===== config.mk =====
export PLATFORM = sky130hd
export DESIGN_NAME = dmem_port_arbiter
export DESIGN_NICKNAME = d
export VERILOG_FILES = /design/src/rtl/dmem_port_arbiter.sv
export SDC_FILE = /design/constraint.sdc
export NUM_CORES = 1
export LEC_CHECK = 0
export ABC_AREA = 1
export BUFFER_PORTS_ARGS = -buffer_cell sky130_fd_sc_hd__buf_2
export CAP_MARGIN = 20
export CORE_AREA = 2 2 102 104
export CTS_BUF_LIST = sky130_fd_sc_hd__clkbuf_4 sky130_fd_sc_hd__clkbuf_8 sky130_fd_sc_hd__clkbuf_16
export CTS_CLUSTER_DIAMETER = 60
export DETAILED_ROUTE_END_ITERATION = 12
export DIE_AREA = 0 0 104 106
export PLACE_DENSITY = 0.93
export REMOVE_ABC_BUFFERS = 1
export SLEW_MARGIN = 20
export SYNTH_ARGS = -nofsm -noshare
export SYNTH_HDL_FRONTEND = slang
export SYNTH_SLANG_ARGS = --single-unit

===== constraint.sdc =====
create_clock -name clk -period 4.85 [get_ports clk]
set_input_delay 0 -clock clk [delete_from_list [all_inputs] [get_ports clk]]
set_output_delay 0 -clock clk [all_outputs]
set_load 0.005 [all_outputs]

===== src/rtl/dmem_port_arbiter.sv =====
// -----------------------------------------------------------------------------
// dmem_port_arbiter
//
// Shares one byte-addressed data memory between the instruction-fetch unit (IF,
// word reads only) and the load/store unit (LS, loads and stores). One access
// is sequenced per cycle: requests are sampled on a selection edge, the
// winner's fields are latched, and the following cycle (SERVE_IF / SERVE_LS)
// drives the memory from the latch while presenting the grant. Read data is
// registered at the end of the serve cycle, so rvalid appears one cycle after
// the grant. Misaligned, oversize or out-of-range LS requests are granted
// with ls_err and never reach the memory.
//
// Ports
//   clk, rst          clock, asynchronous active-high reset
//   if_req_i/if_addr_i              IF word-read request
//   if_gnt_o/if_rvalid_o/if_rdata_o IF grant, read-data valid pulse, read data
//   ls_req_i/ls_we_i/ls_size_i/ls_signed_i/ls_addr_i/ls_wdata_i  LS request
//   ls_gnt_o/ls_rvalid_o/ls_rdata_o/ls_err_o  LS grant, load valid, data, reject
//   mem_read_o/mem_write_o          memory strobes (never both high)
//   mem_sel_o/mem_signed_o          access size / sign-extension to memory
//   mem_addr_o/mem_wdata_o          memory address and store data
//   mem_rdata_i                     memory read data (combinational)
// -----------------------------------------------------------------------------
module dmem_port_arbiter #(
  parameter int MEM_BYTES    = 64,
  parameter int ADDR_W       = 8,
  parameter int MAX_LS_BURST = 2
) (
  input  logic              clk,
  input  logic              rst,
  input  logic              if_req_i,
  input  logic [ADDR_W-1:0] if_addr_i,
  output logic              if_gnt_o,
  output logic              if_rvalid_o,
  output logic [31:0]       if_rdata_o,
  input  logic              ls_req_i,
  input  logic              ls_we_i,
  input  logic [1:0]        ls_size_i,
  input  logic              ls_signed_i,
  input  logic [ADDR_W-1:0] ls_addr_i,
  input  logic [31:0]       ls_wdata_i,
  output logic              ls_gnt_o,
  output logic              ls_rvalid_o,
  output logic [31:0]       ls_rdata_o,
  output logic              ls_err_o,
  output logic              mem_read_o,
  output logic              mem_write_o,
  output logic [1:0]        mem_sel_o,
  output logic              mem_signed_o,
  output logic [ADDR_W-1:0] mem_addr_o,
  output logic [31:0]       mem_wdata_o,
  input  logic [31:0]       mem_rdata_i
);

  localparam int CNT_W = (MAX_LS_BURST < 1) ? 1 : $clog2(MAX_LS_BURST + 1);
  localparam logic [CNT_W-1:0]  BURST_MAX = CNT_W'(MAX_LS_BURST);
  localparam logic [ADDR_W:0]   MEM_LIMIT = (ADDR_W + 1)'(MEM_BYTES);

  typedef enum logic [1:0] {
    IDLE     = 2'd0,
    SERVE_IF = 2'd1,
    SERVE_LS = 2'd2
  } state_t;

  state_t            state_q, state_d;
  logic [CNT_W-1:0]  burst_q, burst_d;
  logic [ADDR_W-1:0] addr_q, addr_d;
  logic              we_q, we_d;
  logic [1:0]        size_q, size_d;
  logic              signed_q, signed_d;
  logic [31:0]       wdata_q, wdata_d;
  logic              err_q, err_d;

  logic              if_rvalid_q;
  logic [31:0]       if_rdata_q;
  logic              ls_rvalid_q;
  logic [31:0]       ls_rdata_q;

  logic [2:0]        ls_bytes;
  logic [ADDR_W:0]   ls_end;
  logic              ls_bad;
  logic              ls_wins;

  // LS legality: illegal size, natural misalignment, or running past the end
  // of memory. ls_end is one bit wider than the address so it cannot wrap.
  always_comb begin
    ls_bytes = 3'd0;
    case (ls_size_i)
      2'b00:   ls_bytes = 3'd4;
      2'b01:   ls_bytes = 3'd2;
      2'b10:   ls_bytes = 3'd1;
      default: ls_bytes = 3'd0;
    endcase
    ls_end = {1'b0, ls_addr_i} + {{(ADDR_W - 2){1'b0}}, ls_bytes};
    ls_bad = (ls_size_i == 2'b11)
          || ((ls_size_i == 2'b00) && (ls_addr_i[1:0] != 2'b00))
          || ((ls_size_i == 2'b01) && ls_addr_i[0])
          || (ls_end > MEM_LIMIT);
  end

  // Selection: every edge picks the next access. LS has priority except when
  // IF is waiting and LS has already taken MAX_LS_BURST grants in a row.
  always_comb begin
    state_d  = IDLE;
    burst_d  = '0;
    addr_d   = addr_q;
    we_d     = we_q;
    size_d   = size_q;
    signed_d = signed_q;
    wdata_d  = wdata_q;
    err_d    = err_q;
    ls_wins  = ls_req_i && !(if_req_i && (burst_q == BURST_MAX));

    if (ls_wins) begin
      state_d  = SERVE_LS;
      // The run only counts while IF is actually being held off.
      burst_d  = if_req_i ? (burst_q + CNT_W'(1)) : '0;
      addr_d   = ls_addr_i;
      we_d     = ls_we_i;
      size_d   = ls_size_i;
      signed_d = ls_signed_i;
      wdata_d  = ls_wdata_i;
      err_d    = ls_bad;
    end else if (if_req_i) begin
      state_d  = SERVE_IF;
      addr_d   = if_addr_i;
      we_d     = 1'b0;
      size_d   = 2'b00;
      signed_d = 1'b0;
      wdata_d  = '0;
      err_d    = 1'b0;
    end
  end

  // Serve-cycle outputs, all decoded from the state and the latched request.
  always_comb begin
    if_gnt_o     = 1'b0;
    ls_gnt_o     = 1'b0;
    ls_err_o     = 1'b0;
    mem_read_o   = 1'b0;
    mem_write_o  = 1'b0;
    mem_sel_o    = 2'b00;
    mem_signed_o = 1'b0;
    mem_addr_o   = '0;
    mem_wdata_o  = '0;
    case (state_q)
      SERVE_IF: begin
        if_gnt_o   = 1'b1;
        mem_read_o = 1'b1;
        mem_addr_o = addr_q;
      end
      SERVE_LS: begin
        ls_gnt_o = 1'b1;
        if (err_q) begin
          // Rejected: grant handshake only, memory bus stays quiet.
          ls_err_o = 1'b1;
        end else begin
          mem_addr_o   = addr_q;
          mem_sel_o    = size_q;
          mem_signed_o = signed_q;
          if (we_q) begin
            mem_write_o = 1'b1;
            mem_wdata_o = wdata_q;
          end else begin
            mem_read_o = 1'b1;
          end
        end
      end
      default: ;
    endcase
  end

  always_ff @(posedge clk or posedge rst) begin
    if (rst) begin
      state_q     <= IDLE;
      burst_q     <= '0;
      addr_q      <= '0;
      we_q        <= 1'b0;
      size_q      <= 2'b00;
      signed_q    <= 1'b0;
      wdata_q     <= '0;
      err_q       <= 1'b0;
      if_rvalid_q <= 1'b0;
      if_rdata_q  <= '0;
      ls_rvalid_q <= 1'b0;
      ls_rdata_q  <= '0;
    end else begin
      state_q  <= state_d;
      burst_q  <= burst_d;
      addr_q   <= addr_d;
      we_q     <= we_d;
      size_q   <= size_d;
      signed_q <= signed_d;
      wdata_q  <= wdata_d;
      err_q    <= err_d;

      // Capture read data at the end of the serve cycle; rdata holds
      // its value until the next valid read for that requester.
      if_rvalid_q <= (state_q == SERVE_IF);
      if (state_q == SERVE_IF) begin
        if_rdata_q <= mem_rdata_i;
      end
      ls_rvalid_q <= (state_q == SERVE_LS) && !err_q && !we_q;
      if ((state_q == SERVE_LS) && !err_q && !we_q) begin
        ls_rdata_q <= mem_rdata_i;
      end
    end
  end

  assign if_rvalid_o = if_rvalid_q;
  assign if_rdata_o  = if_rdata_q;
  assign ls_rvalid_o = ls_rvalid_q;
  assign ls_rdata_o  = ls_rdata_q;

endmodule


==> results by group <==
Outcome
  • Status: complete, no violations

Synth
  • Share of the synthesized area in the top cell type: 57.59%
  • Cell taking the most area after synthesis: dfrtp_1
  • Post-synth EDFFs: 0
  • Avg Synthesized Cell Area: 8.470 um2
  • Async SR Flop Fraction: 100.0%
  • Top_reg_cell synth: dfrtp_1
  • Post-synthesis register bit count: 115
  • Synth Warn #: 0
  • Sequential-to-total area share from yosys stat: 57.59%
  • Post-synthesis cell count: 590
  • Top cells by area, synth: dfrtp_1 (58%), nand2_1 (19%), inv_1 (5.0%), o21ai_0 (4.2%), nor2_1 (4.1%)
  • Yosys cell types: 31
  • Mapped cell area: 4997 um2

Clock network
  • Root buffer cell: clkbuf_8
  • CTS tree: yes
  • Clock tree buffer depth: 2
  • H-tree levels: 4
  • Clock transition at path regs: 0.06 ns
  • Clk_lat worst skew: 0.50 ns
  • Clk sink count: 115
  • Total CTS buffers: 17
  • Setup Fix Bufs, Post-CTS: 0

Die
  • Ports: 202
  • Row cnt: 37
  • Initial Util: 49.97%
  • Width of the die: 104 um
  • Total core area: 10000 um2
  • DIE AREA: 11020 um2
  • Die Y: 106 um

STA
  • Tcrit/Tclk final: 58.85%
  • Worst-Margin Slew: 1.014 ns
  • Final-report setup violation count: 0
  • Final Hold Fails: 0
  • Skew final: 0.01151 ns
  • Tmin final: 2.854 ns
  • Setup TNS Final: 0 ns
  • RSZ-0062 raised after global routing: no
  • Fmax: 350.4 MHz
  • Slew Limit Fails: 0
  • Slew headroom: 31.95%

Cells and area
  • Area Overhead vs Synth: 49.20%
  • Sequential Area: 2878 um2
  • Antenna fix cells: 0
  • Final Core Density: 74.56%
  • Most frequent cells in the layout: nand2_1 (247), buf_2 (201), dfrtp_1 (115), dlygate4sd3_1 (91), inv_1 (65)
  • Nets: 975
  • Fill cells: 655
  • Commonest non-fill, non-tap cell in the layout: nand2_1
  • Multi-input logic area: 1672 um2
  • Share of cells above drive strength 1: 27.87%

Critical path
  • FF-to-FF Start: state_q[1]
  • Worst Reg-to-Reg Cells: 6
  • Reg-to-reg endpoint: if_rdata_o[29]
  • CP required: 4.85 ns
  • Worst setup SP type: flop
  • Worst path arrival time: 2.85 ns
  • Critical setup path kind: reg2out
  • Crit path capture type: primary output
  • CP max FO: 36
  • Flop-to-flop setup slack: 2.28 ns

Power and ir drop
  • Worst VDD drop: 0.1797 mV
  • Design Power: 0.002857 W
  • Lkg Pwr: 4.184 nW
  • PD cells: 383.2 nW/um2

Drt
  • Via/cell ratio: 5.120
  • DRT iter0 DRCs: 474
  • DRC viols: 0
  • DR pass1 iterations: 6
  • Drt wl/cell: 16.12 um
  • Post-DRT Antenna Nets: 0
  • Routed WL: 16540 um
  • Via count: 5253

GRT
  • Initial antenna violation count: 0
  • Pin count of the biggest net entering global routing: 71
  • Gr usage total: 30.81%
  • Global-route wire length before repair: 26610 um
  • Vias in the first global route: 5405
  • Grt ovf: 0

Run
  • Maxcap violations: 0

Place
  • Dpl hpwl: 8871 um
  • Routability-driven placement congestion ratio: 0.8071
  • Port bufs: 201

Min path
  • Tightest Hold Check Type: in2async
-- worst max-delay path by stage --
stage / start / endpoint / slack [ns] / depth (start not counted)
finish: state_q[1] / mem_read_o / 2.00 / 6
global route: state_q[1] / mem_read_o / 1.80 / 6
CTS: state_q[1] / mem_read_o / 1.99 / 6
detailed placement: state_q[1] / if_rdata_o[29] / 2.48 / 6
global placement: state_q[1] / if_rdata_o[28] / 2.54 / 5
floorplan: rst / addr_q[0] / 1.81 / 1
-- worst max-delay path: stages (launching register included) --
cell and delay (ns):
dfrtp_1 0.38, inv_1 0.06, ha_1 0.15, buf_4 0.34, clkinv_1 0.90, a21oi_2 0.38
buf_2 0.14
-- flip-flops by register name, summed over array words and instances (netlist names) --
register / flops
addr_q: 8
burst_q: 2
err_q: 1
if_rdata_o: 32
if_rvalid_o: 1
ls_rdata_o: 32
ls_rvalid_o: 1
signed_q: 1
size_q: 2
state_q: 2
wdata_q: 32
we_q: 1
-- what timing repair did --
item	CTS	global route
hold endpoints to repair	157	0
hold buffers	91	0
resized for setup	0	0
-- through the flow --
stage | instances | area (um2) | worst slack (ns) | hold slack, ns
finish | 1026 | 7456 | 1.996 | 0.1231
global route | 1026 | 7456 | 1.795 | 0.1886
CTS | 1026 | 7456 | 1.987 | 0.1164
detailed placement | 906 | 6016 | 2.475 | 0.09797
global placement | 906 | 6016 | 2.541 | 0.09323
floorplan | 567 | 4822 | 1.806 | 0.1166
-- synthesized netlist by cell type (2+ instances only) --
master / instances
buf_6: 7
ha_1: 6
o221ai_1: 5
buf_4: 3
o211ai_1: 3
inv_1: 66
nor2_2: 2
nand3_1: 4
nor2_1: 54
buf_2: 4
clkbuf_8: 2
o21ai_0: 42
a21oi_1: 2
nor2_4: 2
nor3_1: 2
inv_2: 4
nand2_1: 247
clkbuf_1: 7
o22ai_1: 2
dfrtp_1: 115
-- metal layers --
metal / up-vias / wire length (um) / track usage (%)
met5: - / 0 / 0
met4: 0 / 542 / 14.77
met3: 57 / 1558 / 8.155
met1: 2474 / 6091 / 35.62
li1: 2361 / - / -
met2: 361 / 8346 / 53.48
-- area by class of cell --
cell class	instances	area share [%]
sequential	115	38.60
timing repair buffer	294	25.91
multi-input combinational	380	22.42
clock buffer	19	5.924
inverter	72	3.692
tap	136	2.282
clock inverter	10	1.175
-- cell families (layout without fill, tap and decap cells) --
kind of cell	after synthesis	after routing	synth area share (%)
AND/OR/NAND/NOR	315	315	24.81
buffers and inverters	95	395	8.964
adder cells (fa/ha/maj)	7	7	1.903
AO/OA/AOI/OAI	57	57	6.560
XOR/XNOR	1	1	0.1753
flip-flops	115	115	57.59
-- power breakdown --
part / total, W / internal [W] / switching, W
Sequential: 0.00120 / 0.00111 / 0.0000906
Combinational: 0.000536 / 0.000241 / 0.000296
Clock: 0.00112 / 0.000693 / 0.000425
Power figures use the tool's default switching activity.
